==> config.mk <==
export PLATFORM = sky130hd
export DESIGN_NAME = dmem_access_ctrl_flat
export DESIGN_NICKNAME = d
export VERILOG_FILES = /design/src/rtl/dmem_access_ctrl_if.sv /design/src/rtl/dmem_access_ctrl.sv /design/src/flat_wrapper.sv
export SDC_FILE = /design/constraint.sdc
export NUM_CORES = 1
export LEC_CHECK = 0
export CAP_MARGIN = 20
export CORE_MARGIN = 5
export CORE_UTILIZATION = 44
export DETAILED_ROUTE_END_ITERATION = 8
export PLACE_DENSITY = 0.76
export SLEW_MARGIN = 20
export SYNTH_ARGS = -nofsm -noshare
export SYNTH_HDL_FRONTEND = slang
export SYNTH_SLANG_ARGS = --single-unit
==> constraint.sdc <==
create_clock -name clk -period 1.8 [get_ports clk]
set_input_delay 0.36 -clock clk [delete_from_list [all_inputs] [get_ports clk]]
set_output_delay 0.36 -clock clk [all_outputs]
set_load 0.02 [all_outputs]
==> src/rtl/dmem_access_ctrl_if.sv <==
// Core/memory-facing bus of dmem_access_ctrl: request/response handshake plus the data-memory port.
// slave = the controller; master = its environment (core issuing requests and the memory returning readData).
interface dmem_access_ctrl_if #(
  parameter int ADDR_W = 8,
  parameter int DATA_W = 8,
  parameter int LEN_W  = 4
);
  logic              req_valid;
  logic              req_ready;
  logic              req_write;
  logic [ADDR_W-1:0] req_addr;
  logic [DATA_W-1:0] req_wdata;
  logic [LEN_W-1:0]  req_len;

  logic              resp_valid;
  logic [DATA_W-1:0] resp_rdata;
  logic              resp_last;
  logic              resp_err;

  logic              mem_wen;
  logic              mem_ren;
  logic [ADDR_W-1:0] mem_addr;
  logic [DATA_W-1:0] mem_wdata;
  logic [DATA_W-1:0] mem_rdata;

  modport slave (
    input  req_valid, req_write, req_addr, req_wdata, req_len, mem_rdata,
    output req_ready, resp_valid, resp_rdata, resp_last, resp_err,
           mem_wen, mem_ren, mem_addr, mem_wdata
  );

  modport master (
    output req_valid, req_write, req_addr, req_wdata, req_len, mem_rdata,
    input  req_ready, resp_valid, resp_rdata, resp_last, resp_err,
           mem_wen, mem_ren, mem_addr, mem_wdata
  );
endinterface

==> src/rtl/dmem_access_ctrl.sv <==
// Sequences load bursts and store-fill bursts into one data-memory access per cycle.
// Optional macro DMEM_PROTECT_EN: suppresses store beats at or above PROT_BASE and reports them in resp_err.
module dmem_access_ctrl #(
  parameter int                ADDR_W    = 8,
  parameter int                DATA_W    = 8,
  parameter int                LEN_W     = 4,
  parameter logic [ADDR_W-1:0] PROT_BASE = 8'hF0
) (
  input  logic              clk,
  input  logic              reset,
  dmem_access_ctrl_if.slave bus
);

`ifdef DMEM_PROTECT_EN
  localparam bit PROT_EN = 1'b1;
`else
  localparam bit PROT_EN = 1'b0;
`endif

  localparam logic [ADDR_W-1:0] ADDR_ONE = ADDR_W'(1);
  localparam logic [LEN_W:0]    BEAT_ONE = (LEN_W+1)'(1);

  typedef enum logic [1:0] {IDLE, WR, RD, DRAIN} state_t;

  // Tag travelling alongside a read issue until its data is registered.
  typedef struct packed {
    logic valid;
    logic last;
  } rd_tag_t;

  state_t            state_q, state_d;
  logic [ADDR_W-1:0] cur_addr_q, cur_addr_d;
  logic [LEN_W:0]    beats_q, beats_d;
  logic [DATA_W-1:0] wbyte_q, wbyte_d;
  logic              err_q, err_d;
  rd_tag_t           rd_tag_q, rd_tag_d;
  logic              resp_valid_q, resp_valid_d;
  logic              resp_last_q, resp_last_d;
  logic              resp_err_q, resp_err_d;
  logic [DATA_W-1:0] resp_rdata_q, resp_rdata_d;

  logic last_beat;
  logic wr_blocked;

  assign last_beat  = (beats_q == BEAT_ONE);
  assign wr_blocked = PROT_EN && (cur_addr_q >= PROT_BASE);

  assign bus.mem_addr   = cur_addr_q;
  assign bus.mem_wdata  = wbyte_q;
  assign bus.resp_valid = resp_valid_q;
  assign bus.resp_last  = resp_last_q;
  assign bus.resp_err   = resp_err_q;
  assign bus.resp_rdata = resp_rdata_q;

  // NOTE: every signal written here gets a default first, so no path through the case can infer a latch.
  always_comb begin
    state_d      = state_q;
    cur_addr_d   = cur_addr_q;
    beats_d      = beats_q;
    wbyte_d      = wbyte_q;
    err_d        = err_q;
    rd_tag_d     = '0;
    resp_valid_d = rd_tag_q.valid;
    resp_last_d  = rd_tag_q.valid & rd_tag_q.last;
    resp_err_d   = 1'b0;
    resp_rdata_d = rd_tag_q.valid ? bus.mem_rdata : '0;
    bus.req_ready = 1'b0;
    bus.mem_wen   = 1'b0;
    bus.mem_ren   = 1'b0;

    unique case (state_q)
      IDLE: begin
        bus.req_ready = 1'b1;
        if (bus.req_valid) begin
          cur_addr_d = bus.req_addr;
          wbyte_d    = bus.req_wdata;
          beats_d    = {1'b0, bus.req_len} + BEAT_ONE;
          err_d      = 1'b0;
          state_d    = bus.req_write ? WR : RD;
        end
      end

      WR: begin
        bus.mem_wen = !wr_blocked;
        err_d       = err_q | wr_blocked;
        cur_addr_d  = cur_addr_q + ADDR_ONE;
        beats_d     = beats_q - BEAT_ONE;
        if (last_beat) begin
          state_d      = IDLE;
          resp_valid_d = 1'b1;
          resp_last_d  = 1'b1;
          resp_err_d   = err_q | wr_blocked;
        end
      end

      RD: begin
        bus.mem_ren    = 1'b1;
        rd_tag_d.valid = 1'b1;
        rd_tag_d.last  = last_beat;
        cur_addr_d     = cur_addr_q + ADDR_ONE;
        beats_d        = beats_q - BEAT_ONE;
        if (last_beat) state_d = DRAIN;
      end

      DRAIN: begin
        // Final read data is registered this cycle, so its response goes out as we re-enter IDLE.
        if (rd_tag_q.valid && rd_tag_q.last) state_d = IDLE;
      end

      default: state_d = IDLE;
    endcase
  end

  // NOTE: non-blocking assignments make every flop sample pre-edge values, independent of statement order.
  always_ff @(posedge clk) begin
    if (reset) begin
      state_q      <= IDLE;
      cur_addr_q   <= '0;
      beats_q      <= '0;
      wbyte_q      <= '0;
      err_q        <= 1'b0;
      rd_tag_q     <= '0;
      resp_valid_q <= 1'b0;
      resp_last_q  <= 1'b0;
      resp_err_q   <= 1'b0;
      resp_rdata_q <= '0;
    end else begin
      state_q      <= state_d;
      cur_addr_q   <= cur_addr_d;
      beats_q      <= beats_d;
      wbyte_q      <= wbyte_d;
      err_q        <= err_d;
      rd_tag_q     <= rd_tag_d;
      resp_valid_q <= resp_valid_d;
      resp_last_q  <= resp_last_d;
      resp_err_q   <= resp_err_d;
      resp_rdata_q <= resp_rdata_d;
    end
  end

endmodule

==> src/flat_wrapper.sv <==
// flat-port wrapper written by rule: the top's interface ports become plain ports
module dmem_access_ctrl_flat 
#(
  parameter int                ADDR_W    = 8,
  parameter int                DATA_W    = 8,
  parameter int                LEN_W     = 4,
  parameter logic [ADDR_W-1:0] PROT_BASE = 8'hF0
)
  (clk, reset, bus_req_valid, bus_req_write, bus_req_addr, bus_req_wdata, bus_req_len, bus_mem_rdata, bus_req_ready, bus_resp_valid, bus_resp_rdata, bus_resp_last, bus_resp_err, bus_mem_wen, bus_mem_ren, bus_mem_addr, bus_mem_wdata);
  dmem_access_ctrl_if #(.ADDR_W(ADDR_W), .DATA_W(DATA_W), .LEN_W(LEN_W)) bus_i ();
  input  logic clk;
  input  logic reset;
  input wire logic [$bits(bus_i.req_valid)-1:0] bus_req_valid;
  input wire logic [$bits(bus_i.req_write)-1:0] bus_req_write;
  input wire logic [$bits(bus_i.req_addr)-1:0] bus_req_addr;
  input wire logic [$bits(bus_i.req_wdata)-1:0] bus_req_wdata;
  input wire logic [$bits(bus_i.req_len)-1:0] bus_req_len;
  input wire logic [$bits(bus_i.mem_rdata)-1:0] bus_mem_rdata;
  output wire logic [$bits(bus_i.req_ready)-1:0] bus_req_ready;
  output wire logic [$bits(bus_i.resp_valid)-1:0] bus_resp_valid;
  output wire logic [$bits(bus_i.resp_rdata)-1:0] bus_resp_rdata;
  output wire logic [$bits(bus_i.resp_last)-1:0] bus_resp_last;
  output wire logic [$bits(bus_i.resp_err)-1:0] bus_resp_err;
  output wire logic [$bits(bus_i.mem_wen)-1:0] bus_mem_wen;
  output wire logic [$bits(bus_i.mem_ren)-1:0] bus_mem_ren;
  output wire logic [$bits(bus_i.mem_addr)-1:0] bus_mem_addr;
  output wire logic [$bits(bus_i.mem_wdata)-1:0] bus_mem_wdata;
  assign bus_i.req_valid = bus_req_valid;
  assign bus_i.req_write = bus_req_write;
  assign bus_i.req_addr = bus_req_addr;
  assign bus_i.req_wdata = bus_req_wdata;
  assign bus_i.req_len = bus_req_len;
  assign bus_i.mem_rdata = bus_mem_rdata;
  assign bus_req_ready = bus_i.req_ready;
  assign bus_resp_valid = bus_i.resp_valid;
  assign bus_resp_rdata = bus_i.resp_rdata;
  assign bus_resp_last = bus_i.resp_last;
  assign bus_resp_err = bus_i.resp_err;
  assign bus_mem_wen = bus_i.mem_wen;
  assign bus_mem_ren = bus_i.mem_ren;
  assign bus_mem_addr = bus_i.mem_addr;
  assign bus_mem_wdata = bus_i.mem_wdata;
  dmem_access_ctrl #(.ADDR_W(ADDR_W), .DATA_W(DATA_W), .LEN_W(LEN_W), .PROT_BASE(PROT_BASE)) u_core (.clk(clk), .reset(reset), .bus(bus_i));
endmodule
==> run metrics <==
status completed; proportion of layout cells with a drive suffix above 1 ~11%; remaining global-route overflow 0; cts hold-fix bufs 0; Crit path buffers/inverters 1; via count 1,617; kind of start point of the critical path flip-flop; drt initial violations 57; count of final hold-check violations 0; largest net degree at the start of global routing 19; Reg clk slew, reported paths approximately 70 ps; met2 GRT Util between 20% and 30%; max incr delay on CP ~640 ps; gr busiest metal met2; most instantiated cells after synthesis dfxtp_1, nand2_1, a21oi_1; cell area after synthesis 0.00173 mm²; most common cell in the netlist dfxtp_1; post-route setup TNS 0 ps; Final Instance Count excl. Fillers between 300 and 400; multi-input logic area approximately 900 µm²; TritonCTS clock tree done; crit path kind reg -> out; post-synthesis register bit count 35; Synth top area share between 40% and 50%; nature of the critical path endpoint output pin; Fillers between 300 and 400; crit-path leading delay family buffers and inverters; synthesis-to-finish area growth 46.7%; met1 Use GR a little under a fifth; leak pwr 0.997 nW; crit path max fanout 8; RD Place Congestion 0.817; antenna violations before repair 0; FF/Latch Area between 700 and 800 µm²; Cell Pwr Density approximately 1500 mW/mm²; drt drc 0; Critical Path, Cell by Cell clkdlybuf4s50_1; ANT cells 0; # setup viols final 0; ys flop type dfxtp_1; Initial Util a little under half; Synth Instances between 150 and 200; drt pass-1 iters 4; WL final around 4.2 mm; Synth cell types 44; Die Span Y just over 70 µm; arrival time worst endpoint ~1400 ps; Tcrit/Tclk final between 90% and 100%; average wire per standard cell around 14 µm; Clock Skew approximately 8.6 ps; RSZ-0062 raised after global routing no; clock sinks 35; total of max-cap violations 0; count of final max-slew check failures 0; Die Area between 0.005 and 0.006 mm²; CTS Buf Count 5; Async SR Flop Fraction 0%; dpl hpwl between 3 and 4 mm; Hold Crit Class reg -> reg; Seq/Total Area, Yosys between 40% and 50%; syn nets between 200 and 250; met3 Track Usage GR under 10%; worst endpoint required time 1440 ps; Yosys warnings 0; # nets final between 200 and 300; EDFF count, synth 0; cell taking the most area after synthesis dfxtp_1; placed cell count between 200 and 300; slowest CP cell clkdlybuf4s50_1; worst skew pair latency between 200 and 300 ps; peak supply drop slightly below 700 µV; min Tclk post-route 1720 ps; # IOs 62; fmax just under 600 MHz; syn avg cell area roughly 9 µm²; core area roughly 0.0037 mm²; antenna-violating nets left 0; Clock Root Buffer clkbuf_8; post-DR vias/cell between 5 and 6; vias in the first global route about 1,600; IO Port Bufs 60; CTS H-tree lvls 2; gr usage total between 15 and 20%; row count 22; first-pass GRT wire length 6.67 mm; synth top area cells dfxtp_1, ha_1, a21oi_1; die width a little over 70 µm; buffer depth of the longest clock path 2
[where the power goes]
| part | internal, W | switching (W) |
|---|---|---|
| Clock | 0.000552 | 0.000290 |
| Combinational | 0.000873 | 0.000991 |
| Sequential | 0.000964 | 0.000189 |
| Total | 0.00239 | 0.00147 |
[per-stage QoR]
stage                     instance area, µm²  setup WS [ps]  hold WS [ps]  util (%)  total power, W
after detailed placement                2400           52.6           449      64.1         0.00304
after floorplan                         1730            196           445         -         0.00242
final                                   2540           77.7           455      67.9         0.00386
after CTS                               2530           58.8           458      67.7         0.00386
after global routing                    2540           6.25           475      67.9         0.00410
after global placement                  2400           77.2           441      64.1         0.00301
[final timing paths]
path / start / endpoint / slack [ps] / depth (start not counted)
worst min register to register: u_core.bus.mem_wdata[6] / u_core.bus.mem_wdata[6] / 460 / 2
worst min-delay path: u_core.bus.mem_wdata[6] / u_core.bus.mem_wdata[6] / 460 / 2
worst max register to register: u_core.state_q[1] / u_core.bus.mem_addr[0] / 130 / 6
worst max-delay path: u_core.bus.mem_addr[2] / bus_mem_addr[2] / 80 / 1
[routing by layer]
layer / wire length, µm / part of all wire (%)
met1: 1860 / 45
met2: 1890 / 45
met5: 0 / 0
met4: 83 / 2.0
met3: 322 / 7.7
[state kept, by name, indices dropped and copies added (netlist names)]
signal and flops:
u_core.rd_tag_q 2, u_core.bus.mem_addr 8, u_core.state_q 2, u_core.bus.mem_wdata 8
u_core.bus.resp_rdata 8, u_core.bus.resp_last 1, u_core.bus.resp_valid 1, u_core.beats_q 5
[what timing repair did]
item / in CTS / in global routing
resized for setup: 3 / 3
setup endpoints to repair: 3 / 4
pin swaps: 0 / 0
buffers inserted: 0 / 0
[kinds of logic after synthesis]
kind of cell,count (synthesis),synth area share [%]
and+or+nand+nor,68,21.4
AOI/OAI and AO/OA,50,20.7
DFF,35,40.4
buffers and inverters,22,6.50
adders and majority gates,8,5.78
muxes,5,3.97
xor gates and xnor gates,2,1.01
other,1,0.216
[cell type report]
class                           count  share of cell area [%]
Multi-Input combinational cell    134                    36.3
Sequential cell                    35                    27.6
Timing Repair Buffer               70                    26.5
Clock buffer                        5                    2.71
Clock inverter                      3                    2.66
Tap cell                           48                    2.36
Inverter                           12                    1.92
[cell usage in the layout, fill, tap and decap left out, drive strengths merged, types with 2 or more instances in the layout]
cell	Yosys	final
xor2	2	2
a221oi	2	2
and2	11	11
a211oi	3	3
o31a	2	2
clkdlybuf4s50	0	56
nor2	7	7
o32ai	2	2
nor3b	2	2
dfxtp	35	35
nor2b	5	5
clkinvlp	0	2
buf	10	10
o221a	3	3
inv	11	11
mux2i	3	3
nand2b	3	3
and4	2	2
o211ai	5	5
a21oi	18	18
bufinv	0	2
clkbuf	0	5
mux2	2	2
o21ai	7	7
dlygate4sd2	0	3
ha	8	8
nand2	24	24
nand3	7	7
(Power assumes the default switching activity.)
